==> src/rtl/eq_out_fifo_if.sv <==
// Sample stream between the equalizer and downstream logic: push side plus FWFT pop side.
// Latency: none (wires only).
// Backpressure: in_valid has no ready (drops happen in the FIFO); out_valid/out_ready is a normal handshake.
// Ports: in_valid/in_data from the equalizer FIR, out_valid/out_ready/out_data toward the consumer.
// master = stream source and consumer (test side); slave = eq_out_fifo.
interface eq_out_fifo_if #(
    parameter int IN_W  = 17,
    parameter int OUT_W = 16
);
    logic                    in_valid;
    logic signed [IN_W-1:0]  in_data;
    logic                    out_valid;
    logic                    out_ready;
    logic signed [OUT_W-1:0] out_data;

    modport master (
        output in_valid, in_data, out_ready,
        input  out_valid, out_data
    );

    modport slave (
        input  in_valid, in_data, out_ready,
        output out_valid, out_data
    );
endinterface

==> src/rtl/eq_out_fifo.sv <==
// Equalizer output conditioner: round, saturate and queue samples in a small first-word-fall-through FIFO.
// Latency: 2 cycles from in_valid to out_valid (stage-1 register, then the FIFO write).
// Backpressure: none toward the filter; a full FIFO with no pop drops the sample and counts it.
// Ports: clk, rst_n (async, active-low), bus (slave modport: in_valid/in_data, out_valid/out_ready/out_data),
//        clr (sync clear of statistics only), level (occupancy), overflow (sticky drop flag),
//        drop_cnt / sat_cnt (16-bit saturating counters).
module eq_out_fifo #(
    parameter int IN_W  = 17,
    parameter int OUT_W = 16,
    parameter int SHIFT = 1,
    parameter int DEPTH = 4
) (
    input  logic                     clk,
    input  logic                     rst_n,
    eq_out_fifo_if.slave             bus,
    input  logic                     clr,
    output logic [$clog2(DEPTH):0]   level,
    output logic                     overflow,
    output logic [15:0]              drop_cnt,
    output logic [15:0]              sat_cnt
);
    localparam int AW = $clog2(DEPTH);
    // Width wide enough to hold both the rounded value and the output clamp limits.
    localparam int EW = (IN_W + 1 > OUT_W) ? IN_W + 1 : OUT_W;

    // Half-LSB of the bits being discarded; zero when nothing is discarded.
    localparam logic signed [IN_W:0]  RND     = (IN_W+1)'((1 << SHIFT) >> 1);
    localparam logic signed [EW-1:0]  SAT_MAX = EW'((64'sd1 <<< (OUT_W - 1)) - 64'sd1);
    localparam logic signed [EW-1:0]  SAT_MIN = ~SAT_MAX;
    localparam logic [AW:0]           FULL_LVL = (AW+1)'(DEPTH);

    // ---------------- stage 1: round + saturate ----------------
    logic signed [IN_W:0]    sum;
    logic signed [IN_W:0]    rnd;
    logic signed [EW-1:0]    rnd_ext;
    logic                    sat_hi;
    logic                    sat_lo;
    logic signed [OUT_W-1:0] sat_val;

    always_comb begin
        sum     = '0;
        rnd     = '0;
        rnd_ext = '0;
        sat_hi  = 1'b0;
        sat_lo  = 1'b0;
        sat_val = '0;
        // One extra bit of headroom so adding the rounding constant cannot wrap.
        sum     = $signed({bus.in_data[IN_W-1], bus.in_data}) + RND;
        rnd     = sum >>> SHIFT;
        rnd_ext = EW'(rnd);
        sat_hi  = (rnd_ext > SAT_MAX);
        sat_lo  = (rnd_ext < SAT_MIN);
        if (sat_hi)
            sat_val = SAT_MAX[OUT_W-1:0];
        else if (sat_lo)
            sat_val = SAT_MIN[OUT_W-1:0];
        else
            sat_val = rnd_ext[OUT_W-1:0];
    end

    logic                    s1_valid;
    logic signed [OUT_W-1:0] s1_data;

    always_ff @(posedge clk or negedge rst_n) begin
        if (!rst_n) begin
            s1_valid <= 1'b0;
            s1_data  <= '0;
        end else begin
            s1_valid <= bus.in_valid;
            s1_data  <= sat_val;
        end
    end

    // ---------------- FIFO ----------------
    logic [OUT_W-1:0] mem [DEPTH];
    logic [AW-1:0]    wr_ptr;
    logic [AW-1:0]    rd_ptr;
    logic             full;
    logic             pop;
    logic             wr;
    logic             drop;

    assign full = (level == FULL_LVL);
    assign pop  = bus.out_valid && bus.out_ready;
    // A full FIFO still accepts a write when the head leaves in the same cycle.
    assign wr   = s1_valid && (!full || pop);
    assign drop = s1_valid && full && !pop;

    // Storage is not reset; out_valid gates its visibility.
    always_ff @(posedge clk) begin
        if (wr)
            mem[wr_ptr] <= s1_data;
    end

    always_ff @(posedge clk or negedge rst_n) begin
        if (!rst_n) begin
            wr_ptr <= '0;
            rd_ptr <= '0;
            level  <= '0;
        end else begin
            // DEPTH is a power of two, so the natural AW-bit wrap gives DEPTH-1 -> 0.
            if (wr)
                wr_ptr <= wr_ptr + AW'(1);
            if (pop)
                rd_ptr <= rd_ptr + AW'(1);
            if (wr && !pop)
                level <= level + (AW+1)'(1);
            else if (pop && !wr)
                level <= level - (AW+1)'(1);
        end
    end

    assign bus.out_valid = (level != '0);
    assign bus.out_data  = (level != '0) ? $signed(mem[rd_ptr]) : '0;

    // ---------------- statistics ----------------
    always_ff @(posedge clk or negedge rst_n) begin
        if (!rst_n) begin
            sat_cnt  <= '0;
            drop_cnt <= '0;
            overflow <= 1'b0;
        end else if (clr) begin
            sat_cnt  <= '0;
            drop_cnt <= '0;
            overflow <= 1'b0;
        end else begin
            if (bus.in_valid && (sat_hi || sat_lo) && (sat_cnt != 16'hFFFF))
                sat_cnt <= sat_cnt + 16'd1;
            if (drop && (drop_cnt != 16'hFFFF))
                drop_cnt <= drop_cnt + 16'd1;
            if (drop)
                overflow <= 1'b1;
        end
    end
endmodule

==> src/flat_wrapper.sv <==
// flat-port wrapper written by rule: the top's interface ports become plain ports
module eq_out_fifo_flat 
#(
    parameter int IN_W  = 17,
    parameter int OUT_W = 16,
    parameter int SHIFT = 1,
    parameter int DEPTH = 4
)
  (clk, rst_n, clr, level, overflow, drop_cnt, sat_cnt, bus_in_valid, bus_in_data, bus_out_ready, bus_out_valid, bus_out_data);
  eq_out_fifo_if #(.IN_W(IN_W), .OUT_W(OUT_W)) bus_i ();
  input  logic clk;
  input  logic rst_n;
  input  logic clr;
  output logic [$clog2(DEPTH):0] level;
  output logic overflow;
  output logic [15:0] drop_cnt;
  output logic [15:0] sat_cnt;
  input wire logic [$bits(bus_i.in_valid)-1:0] bus_in_valid;
  input wire logic [$bits(bus_i.in_data)-1:0] bus_in_data;
  input wire logic [$bits(bus_i.out_ready)-1:0] bus_out_ready;
  output wire logic [$bits(bus_i.out_valid)-1:0] bus_out_valid;
  output wire logic [$bits(bus_i.out_data)-1:0] bus_out_data;
  assign bus_i.in_valid = bus_in_valid;
  assign bus_i.in_data = bus_in_data;
  assign bus_i.out_ready = bus_out_ready;
  assign bus_out_valid = bus_i.out_valid;
  assign bus_out_data = bus_i.out_data;
  eq_out_fifo #(.IN_W(IN_W), .OUT_W(OUT_W), .SHIFT(SHIFT), .DEPTH(DEPTH)) u_core (.clk(clk), .rst_n(rst_n), .bus(bus_i), .clr(clr), .level(level), .overflow(overflow), .drop_cnt(drop_cnt), .sat_cnt(sat_cnt));
endmodule
==> config.mk <==
export PLATFORM = sky130hd
export DESIGN_NAME = eq_out_fifo_flat
export DESIGN_NICKNAME = d
export VERILOG_FILES = /design/src/rtl/eq_out_fifo_if.sv /design/src/rtl/eq_out_fifo.sv /design/src/flat_wrapper.sv
export SDC_FILE = /design/constraint.sdc
export NUM_CORES = 1
export LEC_CHECK = 0
export ABC_AREA = 0
export BUFFER_PORTS_ARGS = -buffer_cell sky130_fd_sc_hd__buf_2
export CORE_MARGIN = 2
export CORE_UTILIZATION = 30
export CTS_CLUSTER_DIAMETER = 40
export CTS_CLUSTER_SIZE = 12
export DETAILED_ROUTE_END_ITERATION = 16
export SETUP_SLACK_MARGIN = 0.02
export SLEW_MARGIN = 5
export SYNTH_ARGS = -nofsm -noshare
export SYNTH_HDL_FRONTEND = slang
export SYNTH_SLANG_ARGS = --single-unit
==> constraint.sdc <==
create_clock -name clk -period 2.6 [get_ports clk]
set_clock_uncertainty 0.2 [all_clocks]
set_input_delay 0.26 -clock clk [delete_from_list [all_inputs] [get_ports clk]]
set_output_delay 0.26 -clock clk [all_outputs]
set_load 0.02 [all_outputs]
; After elaboration in Yosys (flattened, before gate mapping)
; Memories as Yosys holds them, arrays and structs flattened.
; Index checks and enable logic that the tools add are counted.
[classes]
addsub = 7
order_cmp = 2
eq_ne = 3
mux = 13
reduce_logical = 19
[op_table]
columns = op, n
row1 = 16-bit two-way mux, 7
row2 = 16-bit by 1-bit adder with 16-bit output (second input constant), 2
row3 = 16-bit != test (second input constant), 2
row4 = 17-bit by 2-bit adder with 18-bit output (second input constant), 1
row5 = 17-bit by 16-bit > comparator with 1-bit output (second input constant), 1
row6 = 17-bit by 16-bit < comparator with 1-bit output (second input constant), 1
row7 = 1-bit logical AND, 9
row8 = 2-bit nonzero test, 4
row9 = 3-bit two-way mux, 2
row10 = 2-bit by 1-bit adder with 2-bit output (second input constant), 2
row11 = 1-bit two-way mux, 4
row12 = 3-bit by 1-bit adder with 3-bit output (second input constant), 1
row13 = 3-bit == test (second input constant), 1
row14 = 1-bit logical NOT, 3
row15 = 3-bit nonzero test, 1
row16 = 3-bit by 1-bit subtractor with 3-bit output (second input constant), 1
row17 = 1-bit logical OR, 2
[word_totals]
register_bits = 57
ramBits = 64
output_inout_bits = 53
word_cells = 53
n_memories = 1
[memory_table]
columns = memory, words, width, rd, rd_clocked_by_memory_dff, wr, line_no
row1 = u_core.mem, 4, 16, 1, 0, 1, eq_out_fifo.sv:75  ; logic [OUT_W-1:0] mem [DEPTH];

; Longest topological paths before layout
[logic_depth]
word_depth = 8
mapped_depth = 9
mapped_depth_nobuf = 8

; Least setup slack after synthesis
; No wires, ideal clock.
[synth_timing]
kind = reg-to-reg
startpoint = register u_core.level[0]
endpoint = register u_core.level[1]
setup_ns = 0.125
t_arrival_ns = 2.116
path_slack_ns = 0.160
stages_incl_launch_ff = 8
path_buffers = 1
synth_period_minus_slack_ns = 2.440
path_cell_list = dfrtp_1 > nor4b_2 > nor2b_1 > clkbuf_1 > ha_1 > inv_1 > fa_1 > mux2_2
[synth_between]
elab_chain_len = 7
[synth_rtl]
columns = element, line_no
row1 = "start, declared", eq_out_fifo.sv:17  ; output logic [$clog2(DEPTH):0] level,
row2 = "start signal, assigned", eq_out_fifo.sv:107  ; level <= level + (AW+1)'(1);
row3 = "start signal, assigned", eq_out_fifo.sv:109  ; level <= level - (AW+1)'(1);
row4 = 3-bit == test / 3-bit nonzero test (equally long branches), "eq_out_fifo.sv:83, eq_out_fifo.sv:113"
row5 = 1-bit logical NOT / 1-bit logical AND (equally long branches), "eq_out_fifo.sv:86, eq_out_fifo.sv:84"
row6 = 1-bit logical OR *, eq_out_fifo.sv:86  ; assign wr = s1_valid && (!full || pop);
row7 = 1-bit logical AND *, eq_out_fifo.sv:86
row8 = net u_core.wr, eq_out_fifo.sv:80  ; logic wr;
row9 = 1-bit logical NOT, eq_out_fifo.sv:108  ; else if (pop && !wr)
row10 = 1-bit logical AND, eq_out_fifo.sv:108
row11 = 2-bit nonzero test (no source line), -
; Mark *: on every way through the listed nets, which the timed path passes. The rest lies on a longest branch. The select of a mux whose other input is x is not followed.
; A chain may end at the register's enable or synchronous reset.

; Worst setup path after layout
[layout_timing]
startpoint = input port bus_in_data[7]
endpoint = register u_core.sat_cnt[9]
[layout_between]
elab_chain_len = 6
[layout_rtl]
columns = element, line_no
row1 = "start, declared", flat_wrapper.sv:19  ; input wire logic [$bits(bus_i.in_data)-1:0] bus_in_data;
row2 = 17-bit by 2-bit adder with 18-bit output *, eq_out_fifo.sv:48  ; sum = $signed({bus.in_data[IN_W-1], bus.in_data}) + RND;
row3 = 17-bit by 16-bit > comparator with 1-bit output / 17-bit by 16-bit < comparator with 1-bit output (equally long branches), "eq_out_fifo.sv:51, eq_out_fifo.sv:52"
row4 = 1-bit logical OR *, eq_out_fifo.sv:127  ; if (bus.in_valid && (sat_hi || sat_lo) && (sat_cnt != 16'hFFFF))
row5 = 1-bit logical AND * (2 in series), eq_out_fifo.sv:127
row6 = 2-bit nonzero test (no source line) *, -
row7 = "end signal, assigned", eq_out_fifo.sv:128  ; sat_cnt <= sat_cnt + 16'd1;
row8 = "end, declared", eq_out_fifo.sv:20  ; output logic [15:0] sat_cnt
; Mark *: on every way between the ends. The rest lies on a longest branch, timed or not.

==> flow_summary_export.csv <==
group,metric,value,unit
run_status,status,"completed",
clock_tree,h-tree-depth,4,
synthesis,synth_top_area_share,35.9,%
floorplan,rows,48,
clock_tree,cts_buffer_depth,2,
synthesis,synth_seq_cells,121,
power,ir_drop,0.000647,V
synthesis,synth_edf_count,64,
critical_path,slowest_delay,0.53,ns
route,wl_met3,790,um
sta,slew_violations,0,
critical_path,cp_common_cell,"nand4_1",
synthesis,avgSynthCellArea,13.2,um2
synthesis,synth_cell_types,42,
route,wl_met1,5330,um
global_routing,grt_pass1_vias,3720,
critical_path,crit_type,"input pin to flip-flop",
min_path,hp-class,"input pin to flip-flop",
layout,fin_area,0.00687,mm2
route,firstDrtPassIters,4,
critical_path,start_kind,"input pin",
synthesis,syn_nets,438,
critical_path,cp.arrival,2.63,ns
route,drtAntennaViolNets,0,
critical_path,path_buf_inv,4,
clock_tree,root_buffer,"clkbuf_16",
route,remaining_drc_errors,0,
placement,dp_slack,0.219,ns
floorplan,initial_utilization,30.9,%
synthesis,yosysMostFrequentCell,"edfxtp_1",
sta,rsz0062_at_grt,"yes",
floorplan,die-area,0.0189,mm2
clock_tree,cts_tree,"yes",
layout,utilization,39.6,%
global_routing,grt_max_degree,34,
clock_tree,cts_sinks,121,
power,p_total,6.43,mW
global_routing,overflow,0,
global_routing,antenna_found_initial,0,
sta,hold_viol_final,0,
sta,fin_crit,2.49,ns
critical_path,rrSetupSlack,0.23,ns
route,vias,3676,
sta,worstMarginPinSlew,0.665,ns
placement,finalWeightedCongestion,0.806,
critical_path,cp_slowest_cell,"dlygate4sd3_1",
critical_path,critPathCaptureType,"flip-flop",
floorplan,core_area,0.0174,mm2
layout,n_antenna_cell,0,
route,wl_per_cell,16.1,um
global_routing,grt_pass1_wl,19500,um
synthesis,syn-cell-area,0.00536,mm2
synthesis,ys_seq_area_share,62.5,%
synthesis,yosys-top-cells-count,"64 x edfxtp_1, 57 x dfrtp_1, 25 x nand2_1",
sta,setup_slack,0.105,ns
synthesis,ys_async_sr_fraction,47.1,%
sta,relSlewSlack,55.7,%
clock_tree,clk_latency,0.42,ns
layout,drive_gt1_share,28.0,%
layout,nNetsFinal,547,
power,power_density,936,mW/mm2
layout,area_growth,28.3,%
route,wl_met2,5860,um
sta,fmax,0.401,GHz
job,maxCapViolations,0,
synthesis,synth_area_leaders,"edfxtp_1 36%, dfrtp_1 27%, mux4_2 6.7%",
layout,layout.cells.non_filler,754,
critical_path,crit_chain,"dlygate4sd3_1 > buf_2 > nand4_1 > nor4_4 > buf_4 > nand4_1 > buf_12 > or4_4 > a21oi_2",
sta,setup_violations,0,
sta,setup_tns,0,ns
synthesis,synth_top_area_cell,"edfxtp_1",
critical_path,critPathTopFamily,"simple AND/OR/NAND/NOR gates",
route,drt_iter0_markers,199,
sta,hold-worst-slack,0.0248,ns
placement,dpl_cell_area,0.00606,mm2
global_routing,grt_util_all_layers,13.8,%
placement,port_buffers,74,
critical_path,cp.required,2.74,ns
synthesis,synth_warnings,0,
synthesis,synth_flop_cell,"edfxtp_1",
power,p_leak,2.69,nW
route,maxUsedRoutingLayer,"met4",
synthesis,syn_inst,407,
critical_path,cp_max_fo,30,
clock_tree,cts_buffers,17,
placement,dp_cells,701,
route,via_per_inst,4.88,
clock_tree,path_clk_slew,0.06,ns
sta,finalCritPeriodShare,95.9,%
floorplan,die_x,138,um
floorplan,die_h,138,um
placement,hpwl,7960,um
floorplan,io_pins,75,
route,drt-total-wl,12200,um
==> metal layers <==
metal	vias up	global-route usage [%]
met5	-	0
met3	14	4.27
met1	1807	16.9
li1	1737	-
met2	118	22.5
met4	0	5.56
==> placed cells by master, fill, tap and decap left out, drive strengths merged, types with 5 or more instances in the layout <==
| master | Yosys | layout |
|---|---|---|
| a21oi | 19 | 19 |
| and2 | 22 | 22 |
| buf | 6 | 90 |
| clkbuf | 11 | 17 |
| dfrtp | 57 | 57 |
| dlygate4sd3 | 0 | 17 |
| edfxtp | 64 | 64 |
| ha | 8 | 8 |
| inv | 9 | 16 |
| mux4 | 16 | 16 |
| nand2 | 25 | 25 |
| nand3 | 16 | 16 |
| nand4 | 14 | 14 |
| nor2 | 22 | 22 |
| nor3 | 11 | 11 |
| o21ai | 22 | 22 |
| or3 | 13 | 13 |
| or4 | 5 | 5 |
| xnor2 | 22 | 22 |
| xor2 | 9 | 9 |
==> power breakdown <==
group / switching (mW) / internal, mW
sequential: 0.119 / 2.32
combinational: 0.937 / 0.731
clock: 0.897 / 1.43
==> logic make-up (layout without fill, tap and decap cells) <==
group / count (synthesis) / in the layout / synth area share [%]
XOR/XNOR: 31 / 31 / 5.07
AND/OR/NAND/NOR: 151 / 151 / 15.9
flip-flops: 121 / 121 / 62.5
buffers and inverters: 26 / 148 / 1.92
adder cells (fa/ha/maj): 9 / 9 / 2.24
AO/OA/AOI/OAI: 50 / 50 / 5.07
multiplexers: 19 / 19 / 7.31
==> timing repair <==
item / 4_1_cts / 5_1_grt
hold endpoints to repair: 35 / 0
endpoints found under the setup margin: 0 / 1
gates resized for setup: 0 / 7
setup buffers: 0 / 4
hold buffers: 18 / 0
==> path summary, 6_finish.rpt <==
path	from	end	cells past startpoint
max	bus_in_data[7]	u_core.sat_cnt[9]	9
min	bus_in_data[11]	u_core.s1_data[11]	4
max reg2reg	u_core.level[2]	u_core.level[2]	8
min reg2reg	u_core.s1_data[2]	u_core.mem[0][2]	0
max in group asynchronous	rst_n	u_core.drop_cnt[10]	3
min in group asynchronous	rst_n	u_core.drop_cnt[15]	2
==> flip-flops by register name, summed over array words and instances, names as in the netlist <==
signal           cells
u_core.drop_cnt     16
u_core.level         3
u_core.mem          64
u_core.overflow      1
u_core.rd_ptr        2
u_core.s1_data      16
u_core.s1_valid      1
u_core.sat_cnt      16
u_core.wr_ptr        2
==> worst min-delay path, cell delays in order <==
cell,delay [ns]
buf_2,0.12
nand3_1,0.08
xor2_1,0.07
nand2_1,0.08
==> final cells by class <==
type | instances | area [um2]
multi-input cells | 260 | 1930
flip-flops and latches | 121 | 3350
fillers | 1617 | 10500
well taps | 225 | 282
repair buffers | 107 | 686
clock buffers | 17 | 425
clock inverters | 15 | 163
inverters | 9 | 33.8
(Power assumes the default switching activity.)
